## config.mk

```make
export PLATFORM = sky130hd
export DESIGN_NAME = present_key_schedule
export DESIGN_NICKNAME = d
export VERILOG_FILES = /design/src/rtl/present_key_schedule.sv
export SDC_FILE = /design/constraint.sdc
export NUM_CORES = 1
export LEC_CHECK = 0
export ABC_AREA = 1
export ABC_CLOCK_PERIOD_IN_PS = 3200
export CAP_MARGIN = 20
export CORE_MARGIN = 2
export CORE_UTILIZATION = 45
export CTS_CLUSTER_DIAMETER = 40
export CTS_CLUSTER_SIZE = 14
export DETAILED_ROUTE_END_ITERATION = 12
export PLACE_DENSITY_LB_ADDON = 0.08
export SETUP_SLACK_MARGIN = 0.5
export SLEW_MARGIN = 0
export SYNTH_ARGS = -nofsm -noshare
export SYNTH_HDL_FRONTEND = slang
export SYNTH_SLANG_ARGS = --single-unit
```

## constraint.sdc

```tcl
create_clock -name clk -period 3.2 [get_ports clk]
set_input_delay 0.48 -clock clk [delete_from_list [all_inputs] [get_ports clk]]
set_output_delay 0.48 -clock clk [all_outputs]
set_load 0.01 [all_outputs]
```

## src/rtl/present_key_schedule.sv

```systemverilog
// present_key_schedule
//
// Iterative PRESENT-80 key schedule. Accepts one 80-bit user key through a
// valid/ready handshake, then streams the 32 round keys K1..K32 in order,
// one per accepted beat. Each beat presents the whole 80-bit key register;
// the downstream key_addition stage uses rk[79:16].
//
// Handshakes: a transfer happens on a rising edge where both valid and ready
// are high. The producer holds valid and its payload stable until the transfer
// happens, and the consumer may hold ready low for any number of cycles.
// This applies to req_* (this block is the consumer) and rk_* (this block is
// the producer).
//
// Ports
//   clk        rising-edge clock
//   rst_n      asynchronous active-low reset
//   req_valid  user key present on req_key
//   req_ready  block can accept a key (high only in IDLE)
//   req_key    80-bit user key
//   abort      synchronous abort of the current stream (ignored in IDLE)
//   rk_valid   round key valid on rk / rk_idx / rk_last
//   rk_ready   consumer accepts the current round key
//   rk         current 80-bit key register, round key = rk[79:16]
//   rk_idx     index j of the presented key, rk is K(j+1)
//   rk_last    high together with rk_idx == 31 (final whitening key)
//   busy       high while streaming; a direct view of the FSM state
//              (busy=1 <=> EMIT)

module present_key_schedule #(
   parameter int KEY_W  = 80,
   parameter int ROUNDS = 31
) (
   input  logic             clk,
   input  logic             rst_n,
   input  logic             req_valid,
   output logic             req_ready,
   input  logic [KEY_W-1:0] req_key,
   input  logic             abort,
   output logic             rk_valid,
   input  logic             rk_ready,
   output logic [KEY_W-1:0] rk,
   output logic [4:0]       rk_idx,
   output logic             rk_last,
   output logic             busy
);

   localparam logic [4:0] LAST_IDX = 5'(ROUNDS);

   typedef enum logic {
      IDLE = 1'b0,
      EMIT = 1'b1
   } state_t;

   state_t           state;
   state_t           state_next;
   logic [KEY_W-1:0] key_reg;
   logic [4:0]       idx;
   logic             req_fire;
   logic             rk_fire;

   // PRESENT 4-bit sbox
   function automatic logic [3:0] sbox(input logic [3:0] x);
      logic [3:0] y;
      case (x)
         4'h0: y = 4'hC;
         4'h1: y = 4'h5;
         4'h2: y = 4'h6;
         4'h3: y = 4'hB;
         4'h4: y = 4'h9;
         4'h5: y = 4'h0;
         4'h6: y = 4'hA;
         4'h7: y = 4'hD;
         4'h8: y = 4'h3;
         4'h9: y = 4'hE;
         4'hA: y = 4'hF;
         4'hB: y = 4'h8;
         4'hC: y = 4'h4;
         4'hD: y = 4'h7;
         4'hE: y = 4'h1;
         default: y = 4'h2;
      endcase
      return y;
   endfunction

   // One key-register update: rotate left by 61, sbox the top nibble,
   // then mix the round counter into bits [19:15].
   function automatic logic [KEY_W-1:0] key_update(input logic [KEY_W-1:0] k,
                                                   input logic [4:0]       c);
      logic [KEY_W-1:0] t;
      t          = {k[18:0], k[79:19]};
      t[79:76]   = sbox(t[79:76]);
      t[19:15]   = t[19:15] ^ c;
      return t;
   endfunction

   assign req_fire = (state == IDLE) && req_valid;
   assign rk_fire  = (state == EMIT) && rk_ready;

   // State register
   always_ff @(posedge clk or negedge rst_n) begin
      if (!rst_n) begin
         state <= IDLE;
      end else begin
         state <= state_next;
      end
   end

   // Next-state logic. abort wins over a simultaneous handshake on the
   // final beat; both lead back to IDLE anyway.
   always_comb begin
      state_next = state;
      case (state)
         IDLE: begin
            if (req_valid) begin
               state_next = EMIT;
            end
         end
         EMIT: begin
            if (abort) begin
               state_next = IDLE;
            end else if (rk_ready && (idx == LAST_IDX)) begin
               state_next = IDLE;
            end
         end
         default: state_next = IDLE;
      endcase
   end

   // Output logic
   always_comb begin
      req_ready = 1'b0;
      rk_valid  = 1'b0;
      rk_last   = 1'b0;
      busy      = 1'b0;
      case (state)
         IDLE: begin
            req_ready = 1'b1;
         end
         EMIT: begin
            rk_valid = 1'b1;
            busy     = 1'b1;
            rk_last  = (idx == LAST_IDX);
         end
         default: begin
            req_ready = 1'b0;
         end
      endcase
   end

   // Key register and index. A beat accepted together with abort is still
   // consumed, so the update proceeds; the stream is discarded on return
   // to IDLE regardless. On the final beat the register holds its value.
   always_ff @(posedge clk or negedge rst_n) begin
      if (!rst_n) begin
         key_reg <= '0;
         idx     <= '0;
      end else if (req_fire) begin
         key_reg <= req_key;
         idx     <= '0;
      end else if (rk_fire && (idx != LAST_IDX)) begin
         key_reg <= key_update(key_reg, idx + 5'd1);
         idx     <= idx + 5'd1;
      end
   end

   assign rk     = key_reg;
   assign rk_idx = idx;

endmodule

```

==> out/metrics.cfg, run 1 <==
[cells_and_area]
fin_nets=705
syn2layout_area_growth_pct=42.44
n_antenna_cell=0
final_cell_mix=clkdlybuf4s50_1, nand2_1, dfrtp_1, inv_1, o221ai_2
layout_commonest_cell=clkdlybuf4s50_1
drive_above_1_share_pct=15.21

[worst_setup_path]
cp-start-kind=register
cp_max_fo=6
critPathSlowestCell=clkdlybuf4s50_1
crit_arrival_ns=2.08
crit_type=register to output port
crit_path_cell_trace=ha_1, nand2_1, nor2_1, ha_1, nand2_1, inv_1, clkdlybuf4s50_1
cp_top_family=buffers and inverters
critPathBufInv=2
critical_path.endpoint_type=output port
cp_slowest_stage_delay_ns=0.53
crit_required_ns=2.72

[timing]
finalCritPeriodShare_pct=80.06
slew_headroom_pct=57.02
tns_ns=0
setup_viol=0
fin_crit_ns=2.562
rsz0062_at_grt=no
hold_violations=0
tightest_slew_ns=0.6447
fin_skew_ns=0.01245
fmax_ghz=0.3903
finalMaxSlewViolations=0

[logic_synthesis]
synthMuxAreaShare_pct=0
synth_top_area_share_pct=46.94
synth-compound-area-share_pct=24.89
synth_cell_types=23
synth_cells=452
synth.ff_latch_count=86
yosys.area_share.simple_pct=13.21
synth_top_family_by_area=compound AO/OA/AOI/OAI gates
synth_largest_area_cell=dfrtp_1
ys_warn_count=0
synth_area_per_cell_sq_um=10.14
netlist_area_sq_um=4584
synth_adder_area_share_pct=1.910
seq_area_frac_synth_pct=46.94
netlist_top_cells_area=dfrtp_1, o221ai_2, nand2_1
syn-num-nets=544
synth-xor-area-share_pct=0

[min_path]
hold_class=input pin to async pin

[clock_tree]
cts_setup_buffers=0
cts_buffer_depth=2
cts_tree=done
cts_sinks=86
post_cts_resized=0
hold_buffers=0
clock_latency_ns=0.35
cts_root_buffer=clkbuf_8
htree_levels=3
path_clk_slew_ns=0.09
cts_buffers=9

[global_route]
grt_pass1_vias=3921
antenna_found_initial=0
gr-usage-all-layers_pct=22.35
grt_max_degree=45
overflow=0
grt_first_pass_wirelength_mm=19.72

[floorplanning]
core_sq_um=9819
die_h_microns=104.9
die_area_sq_um=11010
boundaryPins=174
floorplan.initialDensity_pct=46.69
row_count=36
die_w_microns=104.9

[route]
routed_wl_mm=12.04
drt-initial-drc-count=156
post_drt_via_cell_ratio=5.190
num_vias=3898
wl_per_cell_microns=16.03
drc_errors=0
postRouteAntennaNets=0
first_pass_iters=4

[placement]
place_congestion=0.8853
numPortBuffers=173
dpl.hpwl_mm=8.717

[pwr]
vdd_drop_max_mv=0.3088
finalPower_mw=4.597
power_density_nw_per_um2=704.0
leakagePower_nw=2.825

[run]
cap_violations=0

[run_status]
status=completed

[Yosys cell counts]
master and number:
a21oi_1 9, buf_12 4, buf_2 3, buf_4 5
buf_6 11, clkbuf_1 6, dfrtp_1 86, ha_1 7
inv_1 82, inv_2 3, nand2_1 113, nand2_4 3
nand3_1 17, nand4_1 2, nor2_1 7, nor2_4 1
o211ai_1 5, o211ai_2 4, o21ai_0 11, o21ai_1 6
o221ai_2 59, o22ai_1 6, or2_2 2
[logic make-up (layout without fill, tap and decap cells)]
family	Yosys count	in the layout
and+or+nand+nor	145	145
buffers and inverters	114	280
AOI/OAI and AO/OA	100	100
DFF	86	86
adders and majority gates	7	7
[final timing paths]
check	cells past startpoint	slack [ns]	startpoint	end
setup / recovery	7	0.64	rk_idx[0]	rk_last
hold reg to reg	2	0.54	rk[77]	rk[77]
max in group asynchronous	2	2.44	rst_n	rk[33]
hold / removal	1	0.11	rst_n	rk_idx[2]
setup reg to reg	10	0.88	rk_idx[0]	rk[54]
min in group clk	2	0.54	rk[77]	rk[77]
[layer usage]
metal	GRT usage, %	vias up	routed length (microns)
met3	5.926	19	995
met1	28.46	1882	4941
met4	8.762	0	272
met5	0	-	0
met2	36.32	155	5829
li1	-	1842	-
[stage by stage]
stage	instance area, sq um	util, %	std cells	setup slack (ns)	hold slack [ns]
2_1_floorplan	4584	-	452	1.408	0.1844
3_3_place_gp	6296	64.12	735	0.9615	0.5110
3_5_place_dp	6296	64.12	735	0.9119	0.5072
4_1_cts	6530	66.50	751	0.6275	0.1301
5_1_grt	6530	66.50	751	0.5012	0.1516
6_report	6530	66.50	751	0.6381	0.1139
[final cells by class]
type / count / area [sq um]
clock buffers: 13 / 168.9
clock inverters: 3 / 65.06
fillers: 829 / 3289
inverters: 85 / 319.1
multi-input cells: 252 / 1834
flip-flops and latches: 86 / 2152
well taps: 133 / 166.4
repair buffers: 179 / 1824
[power breakdown]
group	total [mW]	internal (mW)	switching, mW	leakage [nW]
logic	2.04	1.04	1.00	1.65
clock network	0.894	0.504	0.391	0.120
registers	1.66	1.41	0.256	1.05
[registers in the layout (all words and copies together) (netlist names)]
| register | cells |
|---|---|
| state | 1 |
| rk | 80 |
| rk_idx | 5 |
(Power assumes the default switching activity.)
==> inputs of run 2 (changes only) <==
--- a/config.mk
+++ b/config.mk
@@ -6,10 +6,10 @@
 export NUM_CORES = 1
 export LEC_CHECK = 0
 export ABC_AREA = 1
-export ABC_CLOCK_PERIOD_IN_PS = 3200
+export ABC_CLOCK_PERIOD_IN_PS = 2110
 export CAP_MARGIN = 20
 export CORE_MARGIN = 2
-export CORE_UTILIZATION = 45
+export CORE_UTILIZATION = 40
 export CTS_CLUSTER_DIAMETER = 40
 export CTS_CLUSTER_SIZE = 14
 export DETAILED_ROUTE_END_ITERATION = 12
==> constraint.sdc (replaced) <==
create_clock -name clk -period 2.11 [get_ports clk]
set_input_delay 0.3165 -clock clk [delete_from_list [all_inputs] [get_ports clk]]
set_output_delay 0.3165 -clock clk [all_outputs]
set_load 0.01 [all_outputs]
==> run 2 against run 1 <==
Against the previous run: critical path depth up 5; first-iteration DRC count up 50%; sequential share of layout area shrank 4.5 points; total power is 69% higher; clock power grew 76%; sequential power rose by 52%; worst hold slack better by 0.30 ns; clock skew fell by 0.0067 ns; worst setup slack worse by 0.41 ns; count of clock-buffer cells in the layout decreased by 4.
==> out/metrics.cfg, run 2 (same netlist as run 1, synthesis figures left out) <==
[run_status]
status=completed

[cells_and_area]
multi_input_area_sq_um=2048  ; +12%
drive_above_1_share_pct=28.57  ; +13 points
n_antenna_cell=0  ; unchanged
final_cell_mix=clkdlybuf4s50_1, nand2_1, inv_1, dfrtp_1, o221ai_2
stdcell_count=815  ; +8.5%
regArea_sq_um=2162  ; +0.47%
fin_nets=759  ; +7.7%
largest_reg_flops=80  ; unchanged
num-fill-cells=867  ; +4.6%
syn2layout_area_growth_pct=65.58
layout_commonest_cell=clkdlybuf4s50_1
fin_util_pct=67.05  ; +0.55 points

[clock_tree]
htree_levels=3  ; unchanged
cts_buffers=9  ; unchanged
cts_buffer_depth=2  ; unchanged
cts_root_buffer=clkbuf_16
cts_sinks=86  ; unchanged
path_clk_slew_ns=0.06  ; -0.03 ns
clock_latency_ns=0.35  ; about the same
cts_tree=done

[timing]
rsz0062_at_grt=yes
slew_headroom_pct=76.29  ; +19 points
setup_viol=0  ; unchanged
fin_crit_ns=1.882
finalCritPeriodShare_pct=89.20
fmax_ghz=0.5313
finalMaxSlewViolations=0  ; unchanged
tns_ns=0  ; unchanged
tightest_slew_ns=0.3556  ; -0.2891 ns
layout_setup_ws_ns=0.2279  ; -0.4101 ns
fin_skew_ns=0.005733  ; -0.006715 ns
hold_violations=0  ; unchanged

[placement]
numPortBuffers=173  ; unchanged
place_congestion=0.7897  ; -11%
dp_slack_ns=0.2125  ; -0.6994 ns
dp_cells=750  ; +2.0%
dpl.hpwl_mm=9.182  ; +5.3%

[floorplanning]
boundaryPins=174  ; unchanged
row_count=39  ; +8.3%
core_sq_um=11320  ; +15%
die_w_microns=111.1  ; +5.8%
floorplan.initialDensity_pct=40.50  ; -6.2 points
die_h_microns=111.1  ; +5.8%
die_area_sq_um=12330  ; +12%

[run]
cap_violations=0  ; unchanged

[route]
first_pass_iters=5  ; +1
routed_wl_mm=14.89  ; +24%
post_drt_via_cell_ratio=5.148  ; -0.81%
postRouteAntennaNets=0  ; unchanged
num_vias=4196  ; +7.6%
wl_per_cell_microns=18.27  ; +14%
drc_errors=0  ; unchanged
drt-initial-drc-count=234  ; +50%

[global_route]
grt_pass1_vias=4209  ; +7.3%
grt_max_degree=47  ; +4.4%
grt_first_pass_wirelength_mm=22.16  ; +12%
gr-usage-all-layers_pct=22.96  ; +0.60 points
antenna_found_initial=0  ; unchanged
overflow=0  ; unchanged

[pwr]
power_density_nw_per_um2=1023  ; +45%
vdd_drop_max_mv=0.6974  ; +130%
leakagePower_nw=3.600  ; +27%
finalPower_mw=7.768  ; +69%

[worst_setup_path]
crit_required_ns=2.38  ; -0.34 ns
cp_slowest_stage_delay_ns=0.39  ; -0.14 ns
startpoint=rk_idx[1]
critPathSlowestCell=dfrtp_2
critPathBufInv=7  ; +5
critical_path.endpoint_type=register
cp-start-kind=register
crit_path_cell_trace=ha_4, nand2_2, buf_4, buf_4, buf_4, buf_4, buf_4, buf_4, buf_4, nand3_1, nand3_1, a21oi_2
crit_type=register to register
cp_top_family=buffers and inverters
crit_arrival_ns=2.15  ; +0.07 ns
cp_max_fo=2  ; -4
path_common_cell=buf_4
r2r_start=rk_idx[1]

[min_path]
hold_class=input pin to async pin

## run 2: changes by cell type in the layout (fill, tap and decap cells not counted), sizes merged, moves of 3 or more
| cell | change |
|---|---|
| buf | +44 |
| clkdlybuf4s50 | -42 |
| dlymetal6s2s | +26 |
| dlygate4sd2 | +15 |
| clkbuf | +3 |
| clkinv | +3 |
## run 2: layer usage
| layer | GRT usage (%) | vias up | share of wire (%) |
|---|---|---|---|
| met3 | 8.693 | 34 | 8.6 |
| met2 | 35.95 | 172 | 47 |
| met5 | 0 | - | 0 |
| met1 | 28.89 | 2030 | 41 |
| li1 | - | 1960 | - |
| met4 | 9.053 | 0 | 3.2 |
## run 2: worst register-to-register path, cell delays in order (launching register included)
cell and delay (ns):
dfrtp_2 0.39, ha_4 0.14, nand2_2 0.05, buf_4 0.13
buf_4 0.12, buf_4 0.12, buf_4 0.12, buf_4 0.12
buf_4 0.12, buf_4 0.13, nand3_1 0.08, nand3_1 0.13
a21oi_2 0.16
## run 2: final timing paths
check / end / slack [ns] / cells after the start
setup / recovery: rk[17] / 0.23 / 12
hold / removal: rk[36] / 0.42 / 2
setup reg to reg: rk[17] / 0.23 / 12
hold reg to reg: rk[77] / 0.54 / 2
max in group asynchronous: rk_idx[2] / 1.03 / 3
min in group clk: rk[77] / 0.54 / 2
## run 2: report_power, final
part	switching [mW]	total [mW]	internal, mW	leakage, nW
sequential	0.369	2.52	2.15	1.04
clock	0.662	1.57	0.908	0.141
combinational	1.81	3.68	1.87	2.42
total	2.84	7.77	4.92	3.60
## run 2: timing repair
item / CTS / global route
hold buffers: 1 / 0
setup buffers: 24 / 10
pin swaps: 8 / 9
cloned: 4 / 10
setup endpoints to repair: 106 / 116
gates resized for setup: 59 / 61
endpoints found under the hold margin: 21 / 0
## run 2: final cells by class
| class | count | area share, % |
|---|---|---|
| clock buffers | 9 | 2.967 |
| clock inverters | 7 | 0.8571 |
| inverters | 85 | 4.368 |
| multi-input cells | 253 | 26.98 |
| flip-flops and latches | 86 | 28.48 |
| well taps | 143 | 2.357 |
| repair buffers | 230 | 33.76 |
| repair inverters | 2 | 0.2308 |
## run 2: through the flow
stage	hold slack, ns	instance area, sq um
after floorplan	0.02091	4608
after global placement	0.2403	6379
after detailed placement	0.2469	6379
after CTS	0.4115	7102
after global routing	0.4294	7591
final	0.4153	7591
==> inputs of run 3 (changes only) <==
--- a/config.mk
+++ b/config.mk
@@ -5,11 +5,10 @@
 export SDC_FILE = /design/constraint.sdc
 export NUM_CORES = 1
 export LEC_CHECK = 0
-export ABC_AREA = 1
 export ABC_CLOCK_PERIOD_IN_PS = 2110
 export CAP_MARGIN = 20
 export CORE_MARGIN = 2
-export CORE_UTILIZATION = 40
+export CORE_UTILIZATION = 38
 export CTS_CLUSTER_DIAMETER = 40
 export CTS_CLUSTER_SIZE = 14
 export DETAILED_ROUTE_END_ITERATION = 12
==> run 3 against run 2 <==
Against the previous run: sequential power down 2%; sequential cell count unchanged; register-to-register slack worse by 0.05 ns; clock power down 15%; clock skew up 0.0064 ns; critical path type unchanged.
==> out/metrics.cfg, run 3 <==
[worst_setup_path]
critPathBufInv=3  ; -4
cp_slowest_stage_delay_ns=0.43  ; +0.04 ns
reg2reg_depth=10  ; -2
cp_max_fo=6  ; +4
cp_num_cells=10  ; -2
crit_arrival_ns=2.17  ; +0.02 ns
cp-start-kind=register
critPathSlowestCell=dfrtp_2
cp_top_family=simple AND/OR/NAND/NOR gates
crit_type=register to register
critical_path.endpoint_type=register
crit_path_cell_trace=ha_4, and3_4, ha_4, and3b_4, buf_12, buf_6, nor2_4, clkbuf_16, nand2_2, nand2_2
startpoint=rk_idx[0]
crit_required_ns=2.35  ; -0.03 ns
r2r_start=rk_idx[0]

[placement]
dp_slack_ns=-0.009763  ; -0.2223 ns
numPortBuffers=173  ; unchanged
place_congestion=0.7865  ; -0.41%
dpl.hpwl_mm=8.128  ; -11%
dpl_cell_area_sq_um=5989  ; -6.1%

[cells_and_area]
syn2layout_area_growth_pct=75.72
layout_commonest_cell=nand2_1
fin_nets=724  ; -4.6%
largest_reg_flops=80  ; unchanged
n_antenna_cell=0  ; unchanged
final_area_sq_um=6928  ; -8.7%
final_cell_mix=nand2_1, clkdlybuf4s50_1, dfrtp_1, dlygate4sd2_1, a22oi_1
drive_above_1_share_pct=24.18  ; -4.4 points

[floorplanning]
die_w_microns=105.9  ; -4.7%
die_area_sq_um=11210  ; -9.1%
row_count=37  ; -5.1%
core_sq_um=10180  ; -10%
floorplan.initialDensity_pct=38.71  ; -1.8 points
boundaryPins=174  ; unchanged
die_h_microns=105.9  ; -4.7%

[run]
cap_violations=0  ; unchanged

[timing]
fin_hold_ws_ns=0.4470  ; +0.03168 ns
finalCritPeriodShare_pct=91.38  ; +2.2 points
hold_violations=0  ; unchanged
layout_setup_ws_ns=0.1818  ; -0.04613 ns
finalMaxSlewViolations=0  ; unchanged
fin_crit_ns=1.928  ; +0.04613 ns
tns_ns=0  ; unchanged
fin_skew_ns=0.01211  ; +0.006378 ns
setup_viol=0  ; unchanged
tightest_slew_ns=0.4653  ; +0.1096 ns
rsz0062_at_grt=yes
fmax_ghz=0.5186  ; -2.4%
slew_headroom_pct=68.98  ; -7.3 points

[logic_synthesis]
synth_largest_area_cell=dfrtp_1
synthMostInstantiatedCell=nand2_1
seq_area_frac_synth_pct=54.59  ; +7.6 points
synthArstFlopShare_pct=100.0  ; unchanged
synth_top_area_share_pct=54.59  ; +7.6 points
synth_ff_type=dfrtp_1
synth_cell_types=30  ; +30%
syn-num-nets=505  ; -7.2%
netlist_top_cells_area=dfrtp_1, nand2_1, a22oi_1
ys_warn_count=0  ; unchanged
netlist_area_sq_um=3943  ; -14%
synth_cells=413  ; -8.6%
synth_edf_count=0  ; unchanged
synthTopCellsByCount=nand2_1, dfrtp_1, a22oi_1
synth_area_per_cell_sq_um=9.546  ; -5.9%
synth.ff_latch_count=86  ; unchanged

[route]
postRouteAntennaNets=0  ; unchanged
num_vias=3975  ; -5.3%
first_pass_iters=4  ; -1
routed_wl_mm=13.79  ; -7.4%
wl_per_cell_microns=17.84  ; -2.3%
post_drt_via_cell_ratio=5.142  ; -0.12%
drt-initial-drc-count=169  ; -28%
drc_errors=0  ; unchanged

[global_route]
grt_max_degree=82  ; +74%
grt_pass1_vias=4026  ; -4.3%
overflow=0  ; unchanged
use_met3_pct=6.184  ; -2.5 points
antenna_found_initial=0  ; unchanged
use_met1_pct=31.69  ; +2.8 points
gr-usage-all-layers_pct=24.52  ; +1.6 points
grt_first_pass_wirelength_mm=21.49  ; -3.0%
use_met2_pct=40.18  ; +4.2 points
grt-busiest-layer=met2

[clock_tree]
cts_buffer_depth=2  ; unchanged
cts_tree=done
path_clk_slew_ns=0.09  ; +0.03 ns
cts_root_buffer=clkbuf_8
cts_buffers=9  ; unchanged
clock_latency_ns=0.36  ; about the same
cts_sinks=86  ; unchanged
htree_levels=3  ; unchanged

[min_path]
hold_class=input pin to async pin

[pwr]
vdd_drop_max_mv=0.5539  ; -21%
leakagePower_nw=3.450  ; -4.2%
finalPower_mw=6.641  ; -15%
power_density_nw_per_um2=958.6  ; -6.3%

[run_status]
status=completed

run 3: changes by cell type in the layout (fill, tap and decap cells not counted), sizes merged, moves of 5 or more:
cell / previous run / this run
inv: 87 / 7
a22oi: 0 / 66
o221ai: 59 / 0
dlygate4sd2: 15 / 64
clkdlybuf4s50: 130 / 85
nand2: 117 / 145
nand3: 17 / 2
nor2: 8 / 21
buf: 51 / 63
o211ai: 9 / 0
clkbuf: 16 / 10
o21ai: 17 / 12
run 3: worst paths after layout:
path | endpoint | slack [ns]
worst max-delay path | rk[9] | 0.18
worst min-delay path | rk[15] | 0.45
worst max register to register | rk[9] | 0.18
worst min register to register | rk[68] | 0.51
max in group asynchronous | rk[26] | 1.03
min in group clk | rk[15] | 0.50
run 3: cells by family after synthesis:
family,Yosys count,share of synthesized area [%]
AO/OA/AOI/OAI,99,17.14
XOR/XNOR,8,1.777
adder cells (fa/ha/maj),7,2.221
buffers and inverters,33,5.046
flip-flops,86,54.59
multiplexers,3,1.396
AND/OR/NAND/NOR,177,17.84
run 3: final cells by class:
| cell class | instances | area (sq um) |
|---|---|---|
| Clock inverter | 7 | 105.1 |
| Sequential cell | 86 | 2161 |
| Multi-Input combinational cell | 295 | 1929 |
| Tap cell | 136 | 170.2 |
| Fill cell | 834 | 3257 |
| Timing Repair Buffer | 236 | 2424 |
| Clock buffer | 9 | 123.9 |
| Inverter | 4 | 15.01 |
run 3: timing repair:
action,CTS,global route
gates cloned,7,1
hold endpoints to repair,32,0
pin swaps,15,13
gates resized for setup,109,47
setup buffers,39,4
setup endpoints to repair,171,108
hold buffers,1,0
run 3: metrics by stage:
step,cells,utilization [%]
2_1_floorplan,413,-
3_3_place_gp,705,58.81
3_5_place_dp,705,58.81
4_1_cts,768,66.09
5_1_grt,773,68.02
6_report,773,68.02
run 3: where the power goes:
group          switching [mW]  internal (mW)  total, mW
Sequential              0.383           2.10       2.48
Clock                   0.646          0.686       1.33
Combinational            1.37           1.46       2.83
Total                    2.39           4.25       6.64
run 3: layer usage:
| metal | wire (microns) | share of wire, % | vias to the layer above |
|---|---|---|---|
| met5 | 0 | 0 | - |
| met4 | 286 | 2.1 | 0 |
| met3 | 1031 | 7.5 | 23 |
| met2 | 6719 | 49 | 149 |
| met1 | 5752 | 42 | 1948 |
| li1 | - | - | 1855 |
